--- src/rtl/gcd_job_arbiter_if.sv ---
`timescale 1ns/1ps
`default_nettype none
// ============================================================================
//  Module   : gcd_job_arbiter_if
//  Purpose  : Groups the requester-side and core-side signals of the GCD job
//             arbiter into one bundle.
//  Ports    : req/req_a/req_b        requester levels and packed operands
//             gnt/rsp_valid          one-hot grant and response pulses
//             rsp_data/rsp_err       result and error flag, valid with rsp_valid
//             busy                   arbiter not idle
//             core_rst_n/core_start  control of the shared GCD core
//             core_x/core_y          operands to the core
//             core_done/core_result  completion and result from the core
//  Modports : slave  - the arbiter
//             master - requesters plus core (the environment)
//  Revision : 1.0  initial release
// ============================================================================
interface gcd_job_arbiter_if #(
  parameter int N_REQ = 4,
  parameter int WIDTH = 8
);
  logic [N_REQ-1:0]       req;
  logic [N_REQ*WIDTH-1:0] req_a;
  logic [N_REQ*WIDTH-1:0] req_b;
  logic [N_REQ-1:0]       gnt;
  logic [N_REQ-1:0]       rsp_valid;
  logic [WIDTH-1:0]       rsp_data;
  logic                   rsp_err;
  logic                   busy;
  logic                   core_rst_n;
  logic                   core_start;
  logic [WIDTH-1:0]       core_x;
  logic [WIDTH-1:0]       core_y;
  logic                   core_done;
  logic [WIDTH-1:0]       core_result;

  modport slave (
    input  req, req_a, req_b, core_done, core_result,
    output gnt, rsp_valid, rsp_data, rsp_err, busy,
           core_rst_n, core_start, core_x, core_y
  );

  modport master (
    output req, req_a, req_b, core_done, core_result,
    input  gnt, rsp_valid, rsp_data, rsp_err, busy,
           core_rst_n, core_start, core_x, core_y
  );
endinterface
`default_nettype wire

--- src/rtl/gcd_job_arbiter.sv ---
`timescale 1ns/1ps
`default_nettype none
// ============================================================================
//  Module   : gcd_job_arbiter
//  Purpose  : Shares one GCD core among N_REQ requesters. A round-robin pick
//             chooses one requester per job, its operands are latched and
//             driven to the core, the core is run until done (or timeout) and
//             the result is returned to the winner. Zero operands are
//             answered with an error without starting the core.
//  Ports    : clk    system clock, rising edge
//             reset  synchronous, active-high
//             bus    gcd_job_arbiter_if.slave (requester + core signals)
//  Revision : 1.0  initial release
// ============================================================================
module gcd_job_arbiter #(
  parameter int N_REQ   = 4,
  parameter int WIDTH   = 8,
  parameter int TIMEOUT = 255
) (
  input  wire logic         clk,
  input  wire logic         reset,
  gcd_job_arbiter_if.slave  bus
);

  localparam int IW = (N_REQ > 1) ? $clog2(N_REQ) : 1;
  localparam int CW = (TIMEOUT > 1) ? $clog2(TIMEOUT + 1) : 1;
  localparam logic [IW-1:0] c_ptr_init = IW'(N_REQ - 1);
  localparam logic [CW-1:0] c_cnt_last = CW'(TIMEOUT - 1);

  typedef enum logic [1:0] {
    S_IDLE  = 2'd0,
    S_CHECK = 2'd1,
    S_RUN   = 2'd2,
    S_RESP  = 2'd3
  } state_t;

  state_t           state_q,      state_d;
  logic [IW-1:0]    idx_q,        idx_d;
  logic [IW-1:0]    ptr_q,        ptr_d;
  logic [CW-1:0]    cnt_q,        cnt_d;
  logic [WIDTH-1:0] core_x_q,     core_x_d;
  logic [WIDTH-1:0] core_y_q,     core_y_d;
  logic [N_REQ-1:0] gnt_q,        gnt_d;
  logic [N_REQ-1:0] rsp_valid_q,  rsp_valid_d;
  logic [WIDTH-1:0] rsp_data_q,   rsp_data_d;
  logic             rsp_err_q,    rsp_err_d;
  logic             busy_q,       busy_d;
  logic             core_rst_n_q, core_rst_n_d;
  logic             core_start_q, core_start_d;

  logic             pick_found;
  logic [IW-1:0]    pick_idx;

  // (base + off) mod N_REQ for off in 1..N_REQ, without a divider.
  function automatic logic [IW-1:0] wrap_add(input logic [IW-1:0] base, input int off);
    int sum;
    sum = int'(base) + off;
    if (sum >= N_REQ) sum = sum - N_REQ;
    return IW'(sum);
  endfunction

  // Round-robin scan: walking the offsets downward lets the nearest
  // requester after the pointer overwrite any farther one.
  always_comb begin
    pick_found = 1'b0;
    pick_idx   = '0;
    for (int k = N_REQ; k >= 1; k--) begin
      if (bus.req[wrap_add(ptr_q, k)]) begin
        pick_found = 1'b1;
        pick_idx   = wrap_add(ptr_q, k);
      end
    end
  end

  always_comb begin
    state_d      = state_q;
    idx_d        = idx_q;
    ptr_d        = ptr_q;
    cnt_d        = cnt_q;
    core_x_d     = core_x_q;
    core_y_d     = core_y_q;
    gnt_d        = '0;
    rsp_valid_d  = '0;
    rsp_data_d   = rsp_data_q;
    rsp_err_d    = rsp_err_q;
    busy_d       = busy_q;
    core_rst_n_d = core_rst_n_q;
    core_start_d = core_start_q;
    case (state_q)
      S_IDLE: begin
        core_rst_n_d = 1'b1;
        core_start_d = 1'b0;
        busy_d       = 1'b0;
        if (pick_found) begin
          idx_d           = pick_idx;
          ptr_d           = pick_idx;
          core_x_d        = bus.req_a[int'(pick_idx)*WIDTH +: WIDTH];
          core_y_d        = bus.req_b[int'(pick_idx)*WIDTH +: WIDTH];
          gnt_d[pick_idx] = 1'b1;
          busy_d          = 1'b1;
          state_d         = S_CHECK;
        end
      end
      S_CHECK: begin
        if (core_x_q == '0 || core_y_q == '0) begin
          // A zero operand would never converge; answer without the core.
          rsp_valid_d[idx_q] = 1'b1;
          rsp_err_d          = 1'b1;
          rsp_data_d         = '0;
          core_rst_n_d       = 1'b0;
          core_start_d       = 1'b0;
          state_d            = S_RESP;
        end else begin
          core_start_d = 1'b1;
          cnt_d        = '0;
          state_d      = S_RUN;
        end
      end
      S_RUN: begin
        cnt_d = cnt_q + CW'(1);
        // done is tested first so it wins over a coincident timeout.
        if (bus.core_done) begin
          rsp_valid_d[idx_q] = 1'b1;
          rsp_err_d          = 1'b0;
          rsp_data_d         = bus.core_result;
          core_rst_n_d       = 1'b0;
          core_start_d       = 1'b0;
          state_d            = S_RESP;
        end else if (cnt_q == c_cnt_last) begin
          rsp_valid_d[idx_q] = 1'b1;
          rsp_err_d          = 1'b1;
          rsp_data_d         = '0;
          core_rst_n_d       = 1'b0;
          core_start_d       = 1'b0;
          state_d            = S_RESP;
        end
      end
      S_RESP: begin
        busy_d       = 1'b0;
        core_rst_n_d = 1'b1;
        core_start_d = 1'b0;
        state_d      = S_IDLE;
      end
      default: state_d = S_IDLE;
    endcase
  end

  always_ff @(posedge clk) begin
    if (reset) begin
      state_q      <= S_IDLE;
      idx_q        <= '0;
      ptr_q        <= c_ptr_init;
      cnt_q        <= '0;
      core_x_q     <= '0;
      core_y_q     <= '0;
      gnt_q        <= '0;
      rsp_valid_q  <= '0;
      rsp_data_q   <= '0;
      rsp_err_q    <= 1'b0;
      busy_q       <= 1'b0;
      core_rst_n_q <= 1'b0;
      core_start_q <= 1'b0;
    end else begin
      state_q      <= state_d;
      idx_q        <= idx_d;
      ptr_q        <= ptr_d;
      cnt_q        <= cnt_d;
      core_x_q     <= core_x_d;
      core_y_q     <= core_y_d;
      gnt_q        <= gnt_d;
      rsp_valid_q  <= rsp_valid_d;
      rsp_data_q   <= rsp_data_d;
      rsp_err_q    <= rsp_err_d;
      busy_q       <= busy_d;
      core_rst_n_q <= core_rst_n_d;
      core_start_q <= core_start_d;
    end
  end

  assign bus.gnt        = gnt_q;
  assign bus.rsp_valid  = rsp_valid_q;
  assign bus.rsp_data   = rsp_data_q;
  assign bus.rsp_err    = rsp_err_q;
  assign bus.busy       = busy_q;
  assign bus.core_rst_n = core_rst_n_q;
  assign bus.core_start = core_start_q;
  assign bus.core_x     = core_x_q;
  assign bus.core_y     = core_y_q;

endmodule
`default_nettype wire
--- src/flat_wrapper.sv ---
// flat-port wrapper written by rule: the top's interface ports become plain ports
module gcd_job_arbiter_flat 
#(
  parameter int N_REQ   = 4,
  parameter int WIDTH   = 8,
  parameter int TIMEOUT = 255
)
  (clk, reset, bus_req, bus_req_a, bus_req_b, bus_core_done, bus_core_result, bus_gnt, bus_rsp_valid, bus_rsp_data, bus_rsp_err, bus_busy, bus_core_rst_n, bus_core_start, bus_core_x, bus_core_y);
  gcd_job_arbiter_if #(.N_REQ(N_REQ), .WIDTH(WIDTH)) bus_i ();
  input  wire logic clk;
  input  wire logic reset;
  input wire logic [$bits(bus_i.req)-1:0] bus_req;
  input wire logic [$bits(bus_i.req_a)-1:0] bus_req_a;
  input wire logic [$bits(bus_i.req_b)-1:0] bus_req_b;
  input wire logic [$bits(bus_i.core_done)-1:0] bus_core_done;
  input wire logic [$bits(bus_i.core_result)-1:0] bus_core_result;
  output wire logic [$bits(bus_i.gnt)-1:0] bus_gnt;
  output wire logic [$bits(bus_i.rsp_valid)-1:0] bus_rsp_valid;
  output wire logic [$bits(bus_i.rsp_data)-1:0] bus_rsp_data;
  output wire logic [$bits(bus_i.rsp_err)-1:0] bus_rsp_err;
  output wire logic [$bits(bus_i.busy)-1:0] bus_busy;
  output wire logic [$bits(bus_i.core_rst_n)-1:0] bus_core_rst_n;
  output wire logic [$bits(bus_i.core_start)-1:0] bus_core_start;
  output wire logic [$bits(bus_i.core_x)-1:0] bus_core_x;
  output wire logic [$bits(bus_i.core_y)-1:0] bus_core_y;
  assign bus_i.req = bus_req;
  assign bus_i.req_a = bus_req_a;
  assign bus_i.req_b = bus_req_b;
  assign bus_i.core_done = bus_core_done;
  assign bus_i.core_result = bus_core_result;
  assign bus_gnt = bus_i.gnt;
  assign bus_rsp_valid = bus_i.rsp_valid;
  assign bus_rsp_data = bus_i.rsp_data;
  assign bus_rsp_err = bus_i.rsp_err;
  assign bus_busy = bus_i.busy;
  assign bus_core_rst_n = bus_i.core_rst_n;
  assign bus_core_start = bus_i.core_start;
  assign bus_core_x = bus_i.core_x;
  assign bus_core_y = bus_i.core_y;
  gcd_job_arbiter #(.N_REQ(N_REQ), .WIDTH(WIDTH), .TIMEOUT(TIMEOUT)) u_core (.clk(clk), .reset(reset), .bus(bus_i));
endmodule
--- config.mk ---
export PLATFORM = sky130hd
export DESIGN_NAME = gcd_job_arbiter_flat
export DESIGN_NICKNAME = d
export VERILOG_FILES = /design/src/rtl/gcd_job_arbiter_if.sv /design/src/rtl/gcd_job_arbiter.sv /design/src/flat_wrapper.sv
export SDC_FILE = /design/constraint.sdc
export NUM_CORES = 1
export LEC_CHECK = 0
export BUFFER_PORTS_ARGS = -buffer_cell sky130_fd_sc_hd__buf_2
export CAP_MARGIN = 20
export CELL_PAD_IN_SITES_DETAIL_PLACEMENT = 1
export CELL_PAD_IN_SITES_GLOBAL_PLACEMENT = 1
export CORE_UTILIZATION = 27
export CTS_CLUSTER_SIZE = 25
export DETAILED_ROUTE_END_ITERATION = 10
export PLACE_DENSITY_LB_ADDON = 0.1
export SETUP_SLACK_MARGIN = 0.02
export SLEW_MARGIN = 20
export SYNTH_ARGS = -nofsm -noshare
export SYNTH_HDL_FRONTEND = slang
export SYNTH_SLANG_ARGS = --single-unit
--- constraint.sdc ---
create_clock -name clk -period 1.9 [get_ports clk]
set_input_delay 0.38 -clock clk [delete_from_list [all_inputs] [get_ports clk]]
set_output_delay 0.38 -clock clk [all_outputs]
set_load 0.01 [all_outputs]
=== After elaboration in Yosys (flattened, before gate mapping) ===
Cells that the tools add are included.

* Word-level logic and storage cells: 112
* Memories kept: 0
* Bits in latches: 0
* Bits in writable memories: 0
* Bits of input ports: 79
* Bits in registers: 50
* Output and inout bits: 36
* ROM bits: 0

* Add/subtract/negate cells: 9
* Equal/unequal tests: 8
* Reduce and logical (&&, ||, !) cells: 15
* Shift operators: 2
* Mux-type cells: 51
* Divide/modulo/power cells: 0
* Multipliers: 0
* Magnitude comparators: 12
* Bitwise operators: 2

{| class="wikitable"
|+ Operators by type and width
! operator !! count
|-
| $shiftx A32 B6 Y8 || 2
|-
| $mux W8 || 4
|-
| $pmux W8 S2 || 2
|-
| $mux W2 || 11
|-
| $mux W1 || 19
|-
| $lt A2 B3 Y1 const B || 6
|-
| $logic_not A8 Y1 || 2
|-
| $mux W4 || 3
|-
| $ge A3 B3 Y1 const B || 3
|-
| $add A8 B1 Y8 const B || 1
|-
| $bmux W1 S2 || 4
|-
| $eq A8 B8 Y1 const B || 1
|-
| $pmux W2 S4 || 1
|-
| $pmux W4 S2 || 1
|-
| $reduce_and A2 Y1 || 4
|-
| $sub A2 B1 Y2 const B || 4
|-
| $add A2 B2 Y3 const B || 2
|-
| $pmux W1 S3 || 2
|-
| $add A2 B3 Y4 const B || 1
|-
| $demux W1 S2 || 2
|-
| $eq A2 B2 Y1 const B || 2
|-
| $ge A2 B1 Y1 const B || 2
|-
| $ge A4 B3 Y1 const B || 1
|-
| $ne A2 B1 Y1 const B || 2
|-
| other kinds (13) || 17
|}

=== Longest topological paths before layout ===
Gate-level depths: netlist of the first run.

* Depth in word-level cells: 13
* Mapped depth: 8
* Depth with buffers taken out: 7

=== Least setup slack after synthesis of the first run ===
No wires, ideal clock.

* Path kind: input -> register
* Start: input port bus_req[1]
* End: register u_core.core_y_q[0] (netlist: u_core.bus.core_y[0])
* Slack: 0.183 ns
* Data required time: 1.771 ns
* Stages: 6
* Buffers on the path: 1
* Arrival: 1.588 ns
* Library setup time: 0.129 ns
* Path through: o211ai_1 o21ai_1 or4b_4 buf_6 a211oi_2 a211oi_2

* Longest elaborated chain between the ends: 7
* Elaborated cells on any way between the ends: 18
* Classes of those cells: 1 x shift; 16 x mux; 1 x reduce/logical

{| class="wikitable"
|+ RTL lines
! what !! RTL line !! RTL
|-
| from (decl) || flat_wrapper.sv:12 || <nowiki>input wire logic [$bits(bus_i.req)-1:0] bus_req;</nowiki>
|-
| $bmux W1 S2 || gcd_job_arbiter.sv:68 || <nowiki>if (bus.req[wrap_add(ptr_q, k)]) begin</nowiki>
|-
| $mux W1 (not written as such) || gcd_job_arbiter.sv:68 ||
|-
| $mux W2 / $mux W1 (equally long branches) (4 in series) || gcd_job_arbiter.sv:68 ||
|-
| $shiftx A32 B6 Y8 / $reduce_and A2 Y1 (equally long branches) || n/a ||
|-
| to (signal assigned) || gcd_job_arbiter.sv:169 || <nowiki>core_y_q <= core_y_d;</nowiki>
|-
| to (decl) || gcd_job_arbiter.sv:42 || <nowiki>logic [WIDTH-1:0] core_y_q, core_y_d;</nowiki>
|}

Parallel ways exist; a longest one is shown, timed or not. The select of a mux whose other input is x is not followed.
A chain may end at the register's enable or synchronous reset.

=== Worst setup path in the final report of the first run ===
* Start: register u_core.ptr_q[1]
* End: register u_core.core_x_q[7] (netlist: u_core.bus.core_x[7])

* Longest elaborated chain between the ends: 10
* Elaborated cells on any way between the ends: 34
* Classes of those cells: 8 x add/sub; 4 x order compare; 1 x shift; 20 x mux; 1 x reduce/logical

{| class="wikitable"
|+ RTL lines
! what !! RTL line !! RTL
|-
| from (decl) || gcd_job_arbiter.sv:39 || <nowiki>logic [IW-1:0] ptr_q, ptr_d;</nowiki>
|-
| from (signal assigned) || gcd_job_arbiter.sv:152 || <nowiki>ptr_q <= c_ptr_init;</nowiki>
|-
| from (signal assigned) || gcd_job_arbiter.sv:166 || <nowiki>ptr_q <= ptr_d;</nowiki>
|-
| $add A2 B3 Y4 || gcd_job_arbiter.sv:57 || <nowiki>sum = int'(base) + off;</nowiki>
|-
| $ge A4 B3 Y1 / $sub A2 B1 Y2 (equally long branches) || gcd_job_arbiter.sv:58 || <nowiki>if (sum >= N_REQ) sum = sum - N_REQ;</nowiki>
|-
| $mux W2 || gcd_job_arbiter.sv:58 ||
|-
| $bmux W1 S2 || gcd_job_arbiter.sv:68 ||
|-
| $mux W1 (not written as such) || gcd_job_arbiter.sv:68 ||
|-
| $mux W2 / $mux W1 (equally long branches) (4 in series) || gcd_job_arbiter.sv:68 ||
|-
| $shiftx A32 B6 Y8 / $reduce_and A2 Y1 (equally long branches) || n/a ||
|-
| to (signal assigned) || gcd_job_arbiter.sv:168 || <nowiki>core_x_q <= core_x_d;</nowiki>
|-
| to (decl) || gcd_job_arbiter.sv:41 || <nowiki>logic [WIDTH-1:0] core_x_q, core_x_d;</nowiki>
|}

Parallel ways exist; a longest one is shown, timed or not. The select of a mux whose other input is x is not followed.

==> reports/qor.txt, run 1 <==
Dpl ws: -0.182 ns
CP endpoint: u_core.bus.core_x[7]
WP data arrival: 1.96 ns
Routed length per instance: 15.1 µm
Starting Density: 28.1%
Final worst-path cycle share: 93.8%
Sequential area share after synthesis: 35.9%
Ys flop type: dfxtp_1
Crit path launch type: flip-flop
Largest net degree at the start of global routing: 33
Vias/cell: 4.89
Row cnt: 36
Grt total ovfl: 0
Synthesized cell area: 2790 µm²
Number of I/O pins: 115
CP Capture Type: flip-flop
Worst slew pin tran: 0.570 ns
Die X-Extent: 104 µm
Fin. max-slew vios: 0
Final setup TNS: 0 ns
Clock power frac: 13.2%
Core area: 9910 µm²
Relative slew slack: 61.9%
HPWL after DPL: 6.66 mm
Status: complete, no violations
Syn Area/Cell: 9.58 µm²
Clk_lat worst skew: 0.31 ns
Area of the die: 10700 µm²
EDFF count, synth: 0
Mux contribution to synthesized area: 6.46%
Max Fclk: 561 MHz
Post-route design area: 3770 µm²
Design Power: 4840 µW
Pint: 2750 µW
Maximum Capacitance Violations: 0
Post-route ant nets: 0
Post-Synthesis Cells: 291
Hold Vio Cnt, Final: 0
CP bufs+invs: 2
Final WL: 8.33 mm
Placer Congestion: 0.748
Vias in the first global route: 2878
Share of layout cells above drive strength 1: 46.4%
Worst setup margin: 0.118 ns
Slowest Stage Delay on Critical Path: 0.37 ns
TritonRoute pass-1 iters: 4
Area added between synthesis and finish: 35.1%
Vias post-DR: 2703
Synthesis Warnings: 0
Num CTS Buffers: 5
Leak: 0.00165 µW
Commonest cells in the netlist: dfxtp_1 (50), a211oi_1 (25), a211oi_2 (25)
Port bufs: 114
Nets@finish: 504
Adder-cell share of the synthesized area: 2.69%
First-pass GRT wire length: 14.0 mm
Num Clock Sinks: 50
Psw: 2090 µW
Synth area leader: dfxtp_1
Most common cell in the synthesized netlist: dfxtp_1
Height of the die: 104 µm
Synth Net Count: 376
RSZ-0062 raised after global routing: no
# DRC: 0
Gate power share: 53.7%
Critical-path maximum fanout: 32
Root Driver: clkbuf_8
Worst R2R Path Depth: 7
Crit path from: u_core.ptr_q[1]
Worst Path Required: 2.08 ns
H-tree depth: 2
Final min period: 1.78 ns
Worst Skew: 0.00815 ns
N_diodes: 0
FF-to-FF setup slack: 0.12 ns
Flop pwr share: 33.1%
WHS: 0.289 ns
Main combinational cell family by area after synthesis: compound AO/OA/AOI/OAI gates
Drt initial violations: 63
PD cells: 1280 nW/µm²
CTS tree: done
Clock transition at path regs: 0.10 ns
Seq cells post-synth: 50
Synth top area cells: dfxtp_1 (36%), a211oi_2 (11%), a211oi_1 (6.7%)
Worst hold path type: in2reg
Async set-reset flop share out of synthesis: 0%
Initial antenna violation count: 0
Family with the most delay on the worst path: compound AO/OA/AOI/OAI gates
Worst Path Class, Setup: reg2reg
Slowest CP cell: a211o_2
Dpl cell area: 3610 µm²
WP depth: 7
Compound-Gate Fraction of Synth Area: 33.3%
Synth unique cells: 46
Final Setup Violations: 0
Simple-Gate Fraction of Synth Area: 15.6%
Worst vdd ir: 0.000365 V
CTS max path bufs: 2
Sw Ratio: 43.2%
Cell Chain, Critical Path: buf_4, nor2b_1, o21ai_2, a211o_2, buf_12, mux2i_1, a211oi_2
Tot GR Track Use: 15.9%
Post-Synth XOR/XNOR Area: 0%
Critical R2R Capture: u_core.bus.core_x[7]
Worst R2R Start: u_core.ptr_q[1]
Top-area cell type share of the netlist area: 35.9%
## logic make-up (layout without fill, tap and decap cells)
| kind of cell | count (synthesis) | in the layout |
|---|---|---|
| AO/OA/AOI/OAI | 110 | 110 |
| AND/OR/NAND/NOR | 79 | 79 |
| multiplexers | 18 | 18 |
| adder cells (fa/ha/maj) | 6 | 6 |
| flip-flops | 50 | 50 |
| buffers and inverters | 28 | 157 |
## worst min-delay path by stage
stage,slack [ns],end,from,cells after the start
2_1_floorplan,0.45,u_core.cnt_q[5],u_core.cnt_q[5],2
3_3_place_gp,0.45,u_core.bus.rsp_data[2],u_core.bus.rsp_data[2],1
3_5_place_dp,0.45,u_core.bus.rsp_data[3],u_core.bus.rsp_data[3],1
4_1_cts,0.28,u_core.bus.rsp_data[4],bus_core_result[4],2
5_1_grt,0.27,u_core.bus.rsp_data[4],bus_core_result[4],2
6_report,0.29,u_core.bus.rsp_data[4],bus_core_result[4],2
## cells in the final DEF, fill, tap and decap left out, types with 5 or more instances in the layout
master / count
clkbuf_8: 5
inv_1: 5
nor2_1: 10
o21ai_0: 5
nor3_1: 5
dfxtp_1: 48
a211oi_1: 24
buf_4: 25
o21bai_1: 18
a211oi_2: 25
mux2i_1: 18
nand2_1: 24
a22o_1: 8
a21oi_1: 14
nor4_1: 5
buf_2: 114
## worst reg2reg max path, stage by stage, from the launching register on
cell	delay (ns)
dfxtp_2	0.36
buf_4	0.15
nor2b_1	0.13
o21ai_2	0.08
a211o_2	0.37
buf_12	0.20
mux2i_1	0.28
a211oi_2	0.10
## layout make-up
cell class                      instances  area (µm²)
Fill cell                            1208        6140
Multi-Input combinational cell        213        1670
Sequential cell                        50        1000
Timing Repair Buffer                  142         818
Tap cell                              133         166
Clock buffer                            5        68.8
Inverter                                7        26.3
Clock inverter                          3        18.8
## stage by stage
step	std cells	utilization, %
final	553	38.0
after global routing	553	38.0
after CTS	553	37.7
after detailed placement	543	36.4
after global placement	543	36.4
after floorplan	291	-
## what timing repair did
action                     in CTS  in global routing
setup buffers                   2                  0
cloned                          0                  0
hold buffers                    0                  0
pin swaps                       0                  1
resized for setup               3                  9
setup endpoints to repair      26                 35
## power by group through the flow
stage | registers (µW) | logic (µW) | clock network [µW]
after global routing | 1650 | 2870 | 713
after global placement | 1610 | 2490 | 0
after floorplan | 1670 | 1550 | 0
after CTS | 1600 | 2600 | 673
after detailed placement | 1620 | 2500 | 0
final | 1600 | 2600 | 639
## routing by layer
metal | vias up | GRT usage, % | wire length (µm)
met5 | - | 0 | 0
met4 | 0 | 3.73 | 65
met3 | 6 | 3.59 | 446
met2 | 78 | 26.9 | 3910
met1 | 1256 | 20.5 | 3910
li1 | 1363 | - | -
## sequential cells by signal, summed over array words and instances, names as in the netlist, 4 cells and up
signal	flops
u_core.bus.gnt	4
u_core.bus.rsp_valid	4
u_core.cnt_q	8
u_core.bus.rsp_data	8
u_core.bus.core_y	8
u_core.bus.core_x	8
No activity file was read; power rests on OpenSTA's default activity.
==> run 2: changes to the inputs <==
==> constraint.sdc (replaced) <==
create_clock -name clk -period 2.08 [get_ports clk]
set_input_delay 0.416 -clock clk [delete_from_list [all_inputs] [get_ports clk]]
set_output_delay 0.416 -clock clk [all_outputs]
set_load 0.01 [all_outputs]
==> run 2 against run 1 <==
Compared with the run above: routed wire length fell by 3.9%; final cell count fell by 2.9%; hold slack improved by 0.038 ns; sequential power fell by 9%; combinational power fell by 19%; non-clock buffer count fell by 16; fmax fell by 7.6%; power fell by 14%; clock power fell by 11%; count of clock-buffer cells in the layout did not move; first-iteration DRC count rose by 17%; worst setup slack improved by 0.033 ns; critical path type unchanged; largest cell class unchanged; largest power group unchanged; highest routed layer unchanged.
==> reports/qor.txt, run 2 (synthesis results as in run 1) <==
Worst Path Required: 2.26 ns (was 2.08 ns)
Critical-path maximum fanout: 20 (was 32)
Most frequent cells in the layout: buf_2 (114), dfxtp_1 (49), a211oi_1 (25), a211oi_2 (25), nand2_1 (24) (was buf_2 (114), dfxtp_1 (48), a211oi_2 (25), buf_4 (25))
Core area: 9910 µm² (unchanged)
Worst slew pin tran: 0.575 ns (was 0.570 ns)
Critical R2R Capture: u_core.bus.core_y[0] (was u_core.bus.core_x[7])
Grt total ovfl: 0 (unchanged)
Fin util: 36.2% (was 38.0%)
H-tree depth: 2 (unchanged)
FF-to-FF setup slack: 0.15 ns (was 0.12 ns)
Worst Skew: 0.0106 ns (was 0.00815 ns)
Row cnt: 36 (unchanged)
Post-CTS setup buffer count: 0 (was 2)
CP bufs+invs: 1 (was 2)
Family with the most delay on the worst path: simple AND/OR/NAND/NOR gates (was compound AO/OA/AOI/OAI gates)
First-pass GRT wire length: 13.7 mm (was 14.0 mm)
Initial antenna violation count: 0 (unchanged)
Vias/cell: 4.85 (was 4.89)
Cell Chain, Critical Path: inv_1, ha_1, or4b_4, a211oi_2, a211oi_2 (was buf_4, nor2b_1, o21ai_2, a211o_2, buf_12, mux2i_1, a211oi_2)
Final WL: 8.01 mm (was 8.33 mm)
Vias in the first global route: 2728 (was 2878)
Vias post-DR: 2607 (was 2703)
Crit path launch type: flip-flop (unchanged)
Commonest non-fill, non-tap cell in the layout: buf_2 (unchanged)
Area added between synthesis and finish: 28.6% (was 35.1%)
Clk_lat worst skew: 0.31 ns (about the same)
Status: complete, no violations (unchanged)
Num Clock Sinks: 50 (unchanged)
CTS max path bufs: 2 (unchanged)
# DRC: 0 (unchanged)
TritonRoute pass-1 iters: 4 (unchanged)
Routed length per instance: 14.9 µm (was 15.1 µm)
Post-route ant nets: 0 (unchanged)
Fill cells: 1209 (was 1208)
Tot GR Track Use: 15.7% (was 15.9%)
RSZ-0062 raised after global routing: no (unchanged)
Worst R2R Path Depth: 5 (was 7)
Slowest Stage Delay on Critical Path: 0.68 ns (was 0.37 ns)
Largest net degree at the start of global routing: 33 (unchanged)
Number of cells on the worst hold path: 2 (unchanged)
CP Capture Type: flip-flop (unchanged)
Final Setup Violations: 0 (unchanged)
PD cells: 1150 nW/µm² (was 1280 nW/µm²)
Root Driver: clkbuf_8 (unchanged)
Final worst-path cycle share: 92.7% (was 93.8%)
Final min period: 1.93 ns (was 1.78 ns)
Final setup TNS: 0 ns (unchanged)
Worst vdd ir: 0.000400 V (was 0.000365 V)
Starting Density: 28.1% (unchanged)
Drt initial violations: 74 (was 63)
Hold Crit Start: bus_core_result[1] (was bus_core_result[4])
Leak: 0.00156 µW (was 0.00165 µW)
Num CTS Buffers: 5 (unchanged)
Min-Delay Endpoint: u_core.bus.rsp_data[1] (was u_core.bus.rsp_data[4])
Design Power: 4140 µW (was 4840 µW)
Height of the die: 104 µm (unchanged)
Share of layout cells above drive strength 1: 42.3% (was 46.4%)
Die X-Extent: 104 µm (unchanged)
HPWL after DPL: 6.37 mm (was 6.66 mm)
Area of the die: 10700 µm² (unchanged)
Number of I/O pins: 115 (unchanged)
Max Fclk: 518 MHz (was 561 MHz)
Slowest CP cell: or4b_4 (was a211o_2)
Nets@finish: 488 (was 504)
Fin. max-slew vios: 0 (unchanged)
WP data arrival: 2.11 ns (was 1.96 ns)
Maximum Capacitance Violations: 0 (unchanged)
N_diodes: 0 (unchanged)
Relative slew slack: 61.6% (was 61.9%)
Clock transition at path regs: 0.10 ns (about the same)
Port bufs: 114 (unchanged)
Worst path most repeated cell: a211oi_2
CTS tree: done (unchanged)
Worst Path Class, Setup: reg2reg (unchanged)
Worst R2R Start: u_core.state_q[0] (was u_core.ptr_q[1])
Placer Congestion: 0.727 (was 0.748)
Worst hold path type: in2reg (unchanged)
WP depth: 5 (was 7)
Hold_buf cts: 0 (unchanged)
Hold Vio Cnt, Final: 0 (unchanged)
==> run 2: changes by cell type in the layout (fill, tap and decap cells not counted), moves of 2 or more <==
cell and change:
buf_12 -2, buf_4 -14, ha_1 +2, ha_2 -2
==> run 2: worst max-delay path by stage <==
stage,from,to,slack (ns)
floorplan,bus_req[1],u_core.bus.core_y[0],0.33
global placement,bus_req[3],u_core.bus.gnt[1],0.003
detailed placement,bus_req[1],u_core.bus.core_x[5],-0.06
CTS,u_core.state_q[0],u_core.bus.core_x[5],0.06
global route,u_core.state_q[0],u_core.bus.rsp_data[2],0.01
finish,u_core.state_q[0],u_core.bus.core_y[0],0.15
==> run 2: metal layers <==
metal | track usage, % | part of all wire [%] | wire length, µm | vias to the layer above
met5 | 0 | 0 | 0 | -
met4 | 4.66 | 1.2 | 99 | 0
met3 | 4.03 | 6.2 | 493 | 7
met2 | 26.0 | 46 | 3650 | 76
met1 | 19.9 | 47 | 3770 | 1193
li1 | - | - | - | 1331
==> run 2: timing repair <==
action | in CTS | in global routing
resized for setup | 0 | 3
endpoints found under the setup margin | 0 | 26
hold endpoints to repair | 0 | 0
==> run 2: per-stage QoR <==
step | instances | hold WS (ns) | setup slack, ns | area, µm²
3_5_place_dp | 529 | 0.453 | -0.0634 | 3490
6_report | 537 | 0.327 | 0.151 | 3590
4_1_cts | 537 | 0.313 | 0.0583 | 3580
2_1_floorplan | 291 | 0.448 | 0.327 | 2790
3_3_place_gp | 529 | 0.454 | 0.00327 | 3490
5_1_grt | 537 | 0.314 | 0.0144 | 3590
==> run 2: layout make-up <==
type                    count  area, µm²  area share, %
clock buffers               5       68.8           1.92
clock inverters             3       18.8          0.523
inverters                   7       26.3          0.733
multi-input cells         213       1630           45.5
flip-flops and latches     50       1000           27.9
well taps                 133        166           4.64
repair buffers            126        673           18.8
==> run 2: where the power goes <==
group	leakage, µW	total [µW]	switching [µW]	internal (µW)
registers	0.000410	1460	223	1230
logic	0.00111	2110	1260	856
clock network	0.0000483	570	333	237
==> run 2: worst reg2reg max path: stages (launching register included) <==
cell and delay (ns):
dfxtp_1 0.34, inv_1 0.12, ha_1 0.30, or4b_4 0.68, a211oi_2 0.30, a211oi_2 0.06
